<file path="src/rtl/bsg_manycore_pod_reset_tag_tx.sv">
// rtl/bsg_manycore_pod_reset_tag_tx.sv - serializes pod reset payloads onto the bsg_tag master data line
module bsg_manycore_pod_reset_tag_tx #(
  parameter int num_pods_x_p     = 1,
  parameter int num_pods_y_p     = 1,
  parameter int tag_els_p        = 16,
  parameter int tag_lg_width_p   = 4,
  parameter int payload_width_p  = 1,
  parameter int node_id_offset_p = 0,
  parameter int gap_cycles_p     = 4,
  localparam int x_width_lp = (num_pods_x_p > 1) ? $clog2(num_pods_x_p) : 1,
  localparam int y_width_lp = (num_pods_y_p > 1) ? $clog2(num_pods_y_p) : 1
) (
  input  logic                       clk_i,
  input  logic                       reset_i,
  input  logic                       v_i,
  input  logic [x_width_lp-1:0]      pod_x_i,
  input  logic [y_width_lp-1:0]      pod_y_i,
  input  logic [payload_width_p-1:0] data_i,
  output logic                       ready_o,
  output logic                       tag_data_o,
  output logic                       busy_o,
  output logic                       init_done_o,
  output logic                       drop_o
);

  localparam int id_width_lp   = $clog2(tag_els_p);
  localparam int num_nodes_lp  = num_pods_x_p * num_pods_y_p;
  localparam int node_width_lp = (num_nodes_lp > 1) ? $clog2(num_nodes_lp) : 1;
  localparam int max_a_lp      = (id_width_lp > tag_lg_width_p) ? id_width_lp : tag_lg_width_p;
  localparam int max_b_lp      = (payload_width_p > gap_cycles_p) ? payload_width_p : gap_cycles_p;
  localparam int cnt_max_lp    = (max_a_lp > max_b_lp) ? max_a_lp : max_b_lp;
  localparam int cnt_width_lp  = $clog2(cnt_max_lp + 1);

  localparam logic [cnt_width_lp-1:0]   last_id_lp   = cnt_width_lp'(id_width_lp - 1);
  localparam logic [cnt_width_lp-1:0]   last_len_lp  = cnt_width_lp'(tag_lg_width_p - 1);
  localparam logic [cnt_width_lp-1:0]   last_pay_lp  = cnt_width_lp'(payload_width_p - 1);
  localparam logic [cnt_width_lp-1:0]   last_gap_lp  = cnt_width_lp'(gap_cycles_p - 1);
  localparam logic [node_width_lp-1:0]  last_node_lp = node_width_lp'(num_nodes_lp - 1);
  localparam logic [tag_lg_width_p-1:0] len_lp       = tag_lg_width_p'(payload_width_p);

  if (node_id_offset_p + num_nodes_lp > tag_els_p) begin : g_bad_node_range
    $error("pod node ids exceed tag_els_p");
  end
  if (gap_cycles_p < 1) begin : g_bad_gap
    $error("gap_cycles_p must be at least 1");
  end

  typedef enum logic [3:0] {
    INIT_RST, INIT_SET, IDLE, START, ID, DNR, LEN, DATA, GAP
  } state_e;

  state_e                       state_q, state_d;
  logic [cnt_width_lp-1:0]      cnt_q, cnt_d;
  logic [node_width_lp-1:0]     node_q, node_d;
  logic [id_width_lp-1:0]       id_q, id_d;
  logic [payload_width_p-1:0]   pay_q, pay_d;
  logic                         dnr_q, dnr_d;
  logic                         armed_q, armed_d;
  logic                         init_done_q, init_done_d;
  logic                         drop_q, drop_d;

  logic [id_width_lp-1:0] init_id, req_id;
  logic                   out_of_range;

  assign init_id = id_width_lp'(node_id_offset_p) + id_width_lp'(node_q);
  assign req_id  = id_width_lp'(node_id_offset_p)
                 + id_width_lp'(pod_y_i) * id_width_lp'(num_pods_x_p)
                 + id_width_lp'(pod_x_i);
  assign out_of_range = (32'(pod_x_i) >= 32'(num_pods_x_p))
                      | (32'(pod_y_i) >= 32'(num_pods_y_p));

  assign init_done_o = init_done_q;
  assign drop_o      = drop_q;

  always_ff @(posedge clk_i) begin
    if (reset_i) begin
      state_q     <= INIT_RST;
      cnt_q       <= '0;
      node_q      <= '0;
      id_q        <= '0;
      pay_q       <= '0;
      dnr_q       <= 1'b0;
      armed_q     <= 1'b0;
      init_done_q <= 1'b0;
      drop_q      <= 1'b0;
    end else begin
      state_q     <= state_d;
      cnt_q       <= cnt_d;
      node_q      <= node_d;
      id_q        <= id_d;
      pay_q       <= pay_d;
      dnr_q       <= dnr_d;
      armed_q     <= armed_d;
      init_done_q <= init_done_d;
      drop_q      <= drop_d;
    end
  end

  always_comb begin
    state_d     = state_q;
    cnt_d       = cnt_q;
    node_d      = node_q;
    id_d        = id_q;
    pay_d       = pay_q;
    dnr_d       = dnr_q;
    armed_d     = 1'b1;
    init_done_d = init_done_q;
    drop_d      = 1'b0;
    tag_data_o  = 1'b0;
    busy_o      = 1'b0;
    ready_o     = 1'b0;

    unique case (state_q)
      // The first cycle out of reset is held quiet; the start bit follows.
      INIT_RST: begin
        if (armed_q) begin
          tag_data_o = 1'b1;
          busy_o     = 1'b1;
          id_d       = init_id;
          pay_d      = '0;
          dnr_d      = 1'b0;
          cnt_d      = '0;
          state_d    = ID;
        end
      end
      INIT_SET: begin
        tag_data_o = 1'b1;
        busy_o     = 1'b1;
        id_d       = init_id;
        pay_d      = payload_width_p'(1);
        dnr_d      = 1'b1;
        cnt_d      = '0;
        state_d    = ID;
      end
      IDLE: begin
        ready_o = init_done_q;
        if (v_i && init_done_q) begin
          if (out_of_range) begin
            drop_d = 1'b1;
          end else begin
            id_d    = req_id;
            pay_d   = data_i;
            dnr_d   = 1'b1;
            cnt_d   = '0;
            state_d = START;
          end
        end
      end
      START: begin
        tag_data_o = 1'b1;
        busy_o     = 1'b1;
        cnt_d      = '0;
        state_d    = ID;
      end
      ID: begin
        tag_data_o = |(id_q & (id_width_lp'(1) << cnt_q));
        busy_o     = 1'b1;
        if (cnt_q == last_id_lp) begin
          cnt_d   = '0;
          state_d = DNR;
        end else begin
          cnt_d = cnt_q + cnt_width_lp'(1);
        end
      end
      DNR: begin
        tag_data_o = dnr_q;
        busy_o     = 1'b1;
        cnt_d      = '0;
        state_d    = LEN;
      end
      LEN: begin
        tag_data_o = |(len_lp & (tag_lg_width_p'(1) << cnt_q));
        busy_o     = 1'b1;
        if (cnt_q == last_len_lp) begin
          cnt_d   = '0;
          state_d = DATA;
        end else begin
          cnt_d = cnt_q + cnt_width_lp'(1);
        end
      end
      DATA: begin
        tag_data_o = |(pay_q & (payload_width_p'(1) << cnt_q));
        busy_o     = 1'b1;
        if (cnt_q == last_pay_lp) begin
          cnt_d   = '0;
          state_d = GAP;
        end else begin
          cnt_d = cnt_q + cnt_width_lp'(1);
        end
      end
      GAP: begin
        busy_o = 1'b1;
        if (cnt_q == last_gap_lp) begin
          cnt_d = '0;
          // dnr_q tells which init pass is running: 0 = client reset, 1 = reset-assert.
          if (init_done_q) begin
            state_d = IDLE;
          end else if (node_q == last_node_lp) begin
            node_d = '0;
            if (dnr_q) begin
              init_done_d = 1'b1;
              state_d     = IDLE;
            end else begin
              state_d = INIT_SET;
            end
          end else begin
            node_d  = node_q + node_width_lp'(1);
            state_d = dnr_q ? INIT_SET : INIT_RST;
          end
        end else begin
          cnt_d = cnt_q + cnt_width_lp'(1);
        end
      end
      default: state_d = INIT_RST;
    endcase
  end

endmodule

</file>
<file path="config.mk">
export PLATFORM = sky130hd
export DESIGN_NAME = bsg_manycore_pod_reset_tag_tx
export DESIGN_NICKNAME = d
export VERILOG_FILES = /design/src/rtl/bsg_manycore_pod_reset_tag_tx.sv
export SDC_FILE = /design/constraint.sdc
export NUM_CORES = 1
export LEC_CHECK = 0
export BUFFER_PORTS_ARGS = -buffer_cell sky130_fd_sc_hd__buf_2
export CAP_MARGIN = 20
export CORE_MARGIN = 2
export CORE_UTILIZATION = 50
export CTS_BUF_LIST = sky130_fd_sc_hd__clkbuf_8
export CTS_CLUSTER_DIAMETER = 200
export DETAILED_ROUTE_END_ITERATION = 8
export GPL_TIMING_DRIVEN = 0
export HOLD_SLACK_MARGIN = 0.06
export PLACE_DENSITY = 0.76
export SLEW_MARGIN = 0
export SYNTH_ARGS = -nofsm -noshare
export SYNTH_HDL_FRONTEND = slang
export SYNTH_SLANG_ARGS = --single-unit
</file>
<file path="constraint.sdc">
create_clock -name clk_i -period 1.87 [get_ports clk_i]
set_input_delay 0 -clock clk_i [delete_from_list [all_inputs] [get_ports clk_i]]
set_output_delay 0 -clock clk_i [all_outputs]
set_load 0.02 [all_outputs]
</file>
# Word-level counts from Yosys, hierarchy flattened
# Index checks and enable logic that the tools add are counted.
# op_classes
reduce_logical	16
eq_ne	16
order_cmp	2
shift	2
n_bitwise	6
addsub	3
muxes	39
# ops
cell	count
4-bit two-way mux	12
4-bit one-hot mux with 8 select lines	1
4-bit by 3-bit equality test with 1-bit output, second input constant	4
3-bit two-way mux	5
3-bit one-hot mux with 5 select lines	1
1-bit two-way mux	14
2-bit != test, second input constant	7
4-bit one-hot mux with 3 select lines	1
3-bit OR reduction	3
4-bit by 2-bit equality test with 1-bit output, second input constant	2
4-bit AND reduction	2
7-bit AND reduction	1
7-bit OR reduction	1
1-bit one-hot mux with 3 select lines	2
1-bit one-hot mux with 6 select lines	1
5-bit nonzero test	1
4-bit AND	1
4-bit by 1-bit equality test with 1-bit output, second input constant	1
4-bit equality test, second input constant	1
4-bit logical NOT	1
4-bit OR reduction	1
1-bit by 3-bit << shifter with 4-bit output, first input constant	1
3-bit by 1-bit adder with 3-bit output, second input constant	1
3-bit by 2-bit equality test with 1-bit output, second input constant	1
15 further kinds	18
# word_totals
input_bits	6
regBits	17

# Depth between registers and ports, before layout
# logic_depth
ltp_word	5
mapped_depth	7
mapped_depth_nobuf	7

# Worst setup path after synthesis
# OpenSTA, ideal clock, no wires.
# synth_path
path_type	reg2out
startpoint	reg state_q[1]
endpoint	out tag_data_o
path_stages_with_launch	6
n_path_buf	1
path_slack_ps	384
arrival_time_ps	1486
path_cell_list	dfxtp_1 > clkbuf_1 > nand2_1 > nor4_1 > nor3_1 > nor3_1
# synth_between
elab_chain_len	3
elab_cells_between_ends	9
# synth_lines
element	line_no	text
start: declaration	52	state_e state_q, state_d;
start signal: assignment	87	state_q <= state_d;
4-bit by 2-bit equality test with 1-bit output or 4-bit by 1-bit equality test with 1-bit output (tied branches)	113	unique case (state_q)
2-bit OR reduction (no source line)	--	
1-bit one-hot mux with 6 select lines *	113	
end: declaration	20	output logic tag_data_o,
# Mark *: on every way between the ends. The rest lies on a longest branch, timed or not.

# Worst setup path in the final report
# Same ends and word-level chain as after synthesis.

==> results.json <==
{
  "clock-sinks": 14,
  "antenna_found_initial": 0,
  "clock_latency_ns": 0.25,
  "die_x_um": 46.71,
  "area_growth_pct": 15.91,
  "use_met3_pct": 3.529,
  "fin_crit_sh_pct": 93.26,
  "yosys-top-cells-area": "dfxtp_1 (31%), ha_1 (9.6%), o21ai_0 (4.9%), nor2_1 (4.5%), a21oi_1 (4.4%)",
  "top_usage_layer": "met2",
  "path_class": "reg -> out",
  "holdPathEnd": "pay_q",
  "tightest_slew_ns": 0.4685,
  "yosys_warnings": 0,
  "syn_area_per_cell_um2": 8.144,
  "power_density_nw_per_um2": 745.5,
  "met2_usage_pct": 40.56,
  "totalWireLength_mm": 2.126,
  "initial_core_util_pct": 52.83,
  "io_pins": 11,
  "finalSetupViolations": 0,
  "grt_util_met1_pct": 27.53,
  "hold_slack_ns": 0.1101,
  "die_area_um2": 2182,
  "cp_max_fo": 10,
  "fillCellCount": 165,
  "dp_hpwl_mm": 1.566,
  "ir_drop_mv": 0.4448,
  "grt_max_degree": 11,
  "total_power_w": 0.0007882,
  "reg2reg_slack_ns": 0.16,
  "yosysTopAreaCellShare_pct": 30.73,
  "gp_congestion": 0.8600,
  "cts-htree-levels": 1,
  "critPathBufInv": 2,
  "clk_pin_slew_ns": 0.06,
  "hold_path_class": "in -> reg",
  "p_clk_share_pct": 31.3,
  "post-route-util_pct": 61.23,
  "wl_per_cell_um": 13.99,
  "cts_tree": "done",
  "synth_top_flop_cell": "dfxtp_1",
  "nNetsFinal": 142,
  "endpoint_kind": "output port",
  "grt_pass1_wl_mm": 3.512,
  "slew_headroom_pct": 68.63,
  "rows": 15,
  "p_comb_share_pct": 26.8,
  "antenna_left": 0,
  "slew_viol_final": 0,
  "drt_iter0_markers": 27,
  "crit_path_start_kind": "flip-flop",
  "crit_chain": "clkbuf_2 > nand2_1 > nor4_1 > nor3_1 > nor3_1 > buf_2",
  "critPathTopFamily": "simple AND/OR/NAND/NOR gates",
  "required_ns": 1.87,
  "min_path_cells": 4,
  "dp.cells": 147,
  "cts_setup_buffers": 0,
  "core_area_um2": 1727,
  "drive_gt1_share_pct": 17.32,
  "internal_power_w": 0.0005394,
  "instances_no_fill": 152,
  "numCtsBuffers": 3,
  "vias": 918,
  "tns_ns": 0,
  "r2r-end": "state_q[2]",
  "via_per_inst": 6.039,
  "hold_viol": 0,
  "regToRegStartpoint": "cnt_q[0]",
  "grt_pass1_vias": 827,
  "drc_errors": 0,
  "synth_cell_types": 40,
  "cts_root_buf": "clkbuf_8",
  "worstPathArrival_ns": 1.74,
  "worstHoldStart": "data_i",
  "maxClockFrequency_mhz": 573.4,
  "period_needed_ns": 1.744,
  "synth_seq_cells": 14,
  "rr_worst_depth": 6,
  "rsz0062_at_grt": "no",
  "firstDrtPassIters": 4,
  "syn-num-nets": 125,
  "port_buffers": 10,
  "cp_slowest_cell": "dfxtp_2",
  "ys_async_sr_fraction_pct": 0,
  "clockBufferDepth": 2,
  "diodes": 0,
  "seq_area_frac_synth_pct": 30.73,
  "synth_top_area_cell": "dfxtp_1",
  "status": "complete, no violations",
  "grt_use_total_pct": 23.25,
  "switchingPower_w": 0.0002488,
  "critPathMaxStageDelay_ns": 0.41,
  "fin_skew_ns": 0.002229,
  "synth_area_um2": 912.1,
  "path_common_cell": "nor3_1",
  "cap_violations": 0,
  "die_h_um": 46.71,
  "synthCells": 112,
  "p_sw_share_pct": 31.57,
  "seq_power_share_pct": 41.9,
  "overflow": 0,
  "synth-edff-count": 0,
  "p_leak_nw": 0.4210
}
-- power by group through the flow --
stage	clock, W	combinational, W	sequential (W)
after floorplan	0	0.000156	0.000333
after global placement	0	0.000201	0.000336
after detailed placement	0	0.000204	0.000336
after CTS	0.000252	0.000209	0.000330
after global routing	0.000263	0.000233	0.000333
final	0.000247	0.000211	0.000330
-- through the flow --
stage,worst slack (ns),cell area [um^2]
after floorplan,0.3839,912.1
after global placement,0.2084,993.5
after detailed placement,0.1521,993.5
after CTS,0.06722,1056
after global routing,0.01165,1057
final,0.1261,1057
-- worst reg2reg max path: stages, from the launching register on --
cell and delay (ns):
dfxtp_1 0.38, ha_1 0.20, ha_1 0.21, nor2_1 0.08
o21ai_1 0.18, a221oi_1 0.13, a2111oi_1 0.41
-- how the worst max path moves through the flow --
stage | start | endpoint | depth (start not counted)
6_report | state_q[1] | tag_data_o | 6
5_1_grt | cnt_q[0] | state_q[2] | 6
3_5_place_dp | cnt_q[0] | state_q[2] | 6
2_1_floorplan | state_q[1] | tag_data_o | 5
3_3_place_gp | cnt_q[0] | state_q[2] | 6
4_1_cts | state_q[1] | tag_data_o | 6
-- cell usage in the layout, fill, tap and decap left out, drive strengths merged, types with 3 or more instances in the layout --
master  synthesis  layout
o21ai          10      10
buf             3      13
clkbuf          2       5
nand2           4       4
a311oi          3       3
ha              7       7
nand4b          3       3
inv             9       9
nor2b           4       4
nand4           3       3
nor3            3       3
dfxtp          14      14
nor2           12      12
a21oi           9       9
-- kinds of logic (layout without fill, tap and decap cells) --
group           count (synthesis)  in the layout  share of synthesized area (%)
buf+inv                        14             29                          6.721
flops                          14             14                          30.73
simple gates                   37             37                          22.22
fa+ha+maj                       7              7                          9.602
compound gates                 40             40                          30.73
-- per-layer routing --
layer | vias to the layer above | part of all wire (%)
met3 | 5 | 5.7
met5 | - | 0
met2 | 39 | 48
met4 | 0 | 2.2
li1 | 446 | -
met1 | 428 | 44
-- synth_stat cells, drive strengths merged, types with 3 or more instances --
| master | instances |
|---|---|
| buf | 3 |
| ha | 7 |
| nand4 | 3 |
| o21ai | 10 |
| a21oi | 9 |
| inv | 9 |
| nand4b | 3 |
| nor2 | 12 |
| nor2b | 4 |
| a311oi | 3 |
| dfxtp | 14 |
| nor3 | 3 |
| nand2 | 4 |
-- area by class of cell --
class / count / area [um^2] / share of cell area (%)
multi-input combinational: 84 / 570.5 / 53.96
sequential: 14 / 281.5 / 26.63
tap: 25 / 31.28 / 2.959
timing repair buffer: 12 / 70.07 / 6.627
clock buffer: 3 / 41.29 / 3.905
buffer: 5 / 28.78 / 2.722
inverter: 9 / 33.78 / 3.195
-- state kept, by name (all words and copies together), names as in the netlist --
register,flops
state_q,4
id_q,2
init_done_o,1
cnt_q,3
armed_q,1
drop_o,1
pay_q,1
dnr_q,1
-- repair_timing --
item / 4_1_cts / 5_1_grt
hold buffers: 2 / 0
hold endpoints to repair: 4 / 0
endpoints found under the setup margin: 1 / 1
pin swaps: 0 / 0
gates resized for setup: 1 / 1
No activity file was read; power rests on OpenSTA's default activity.
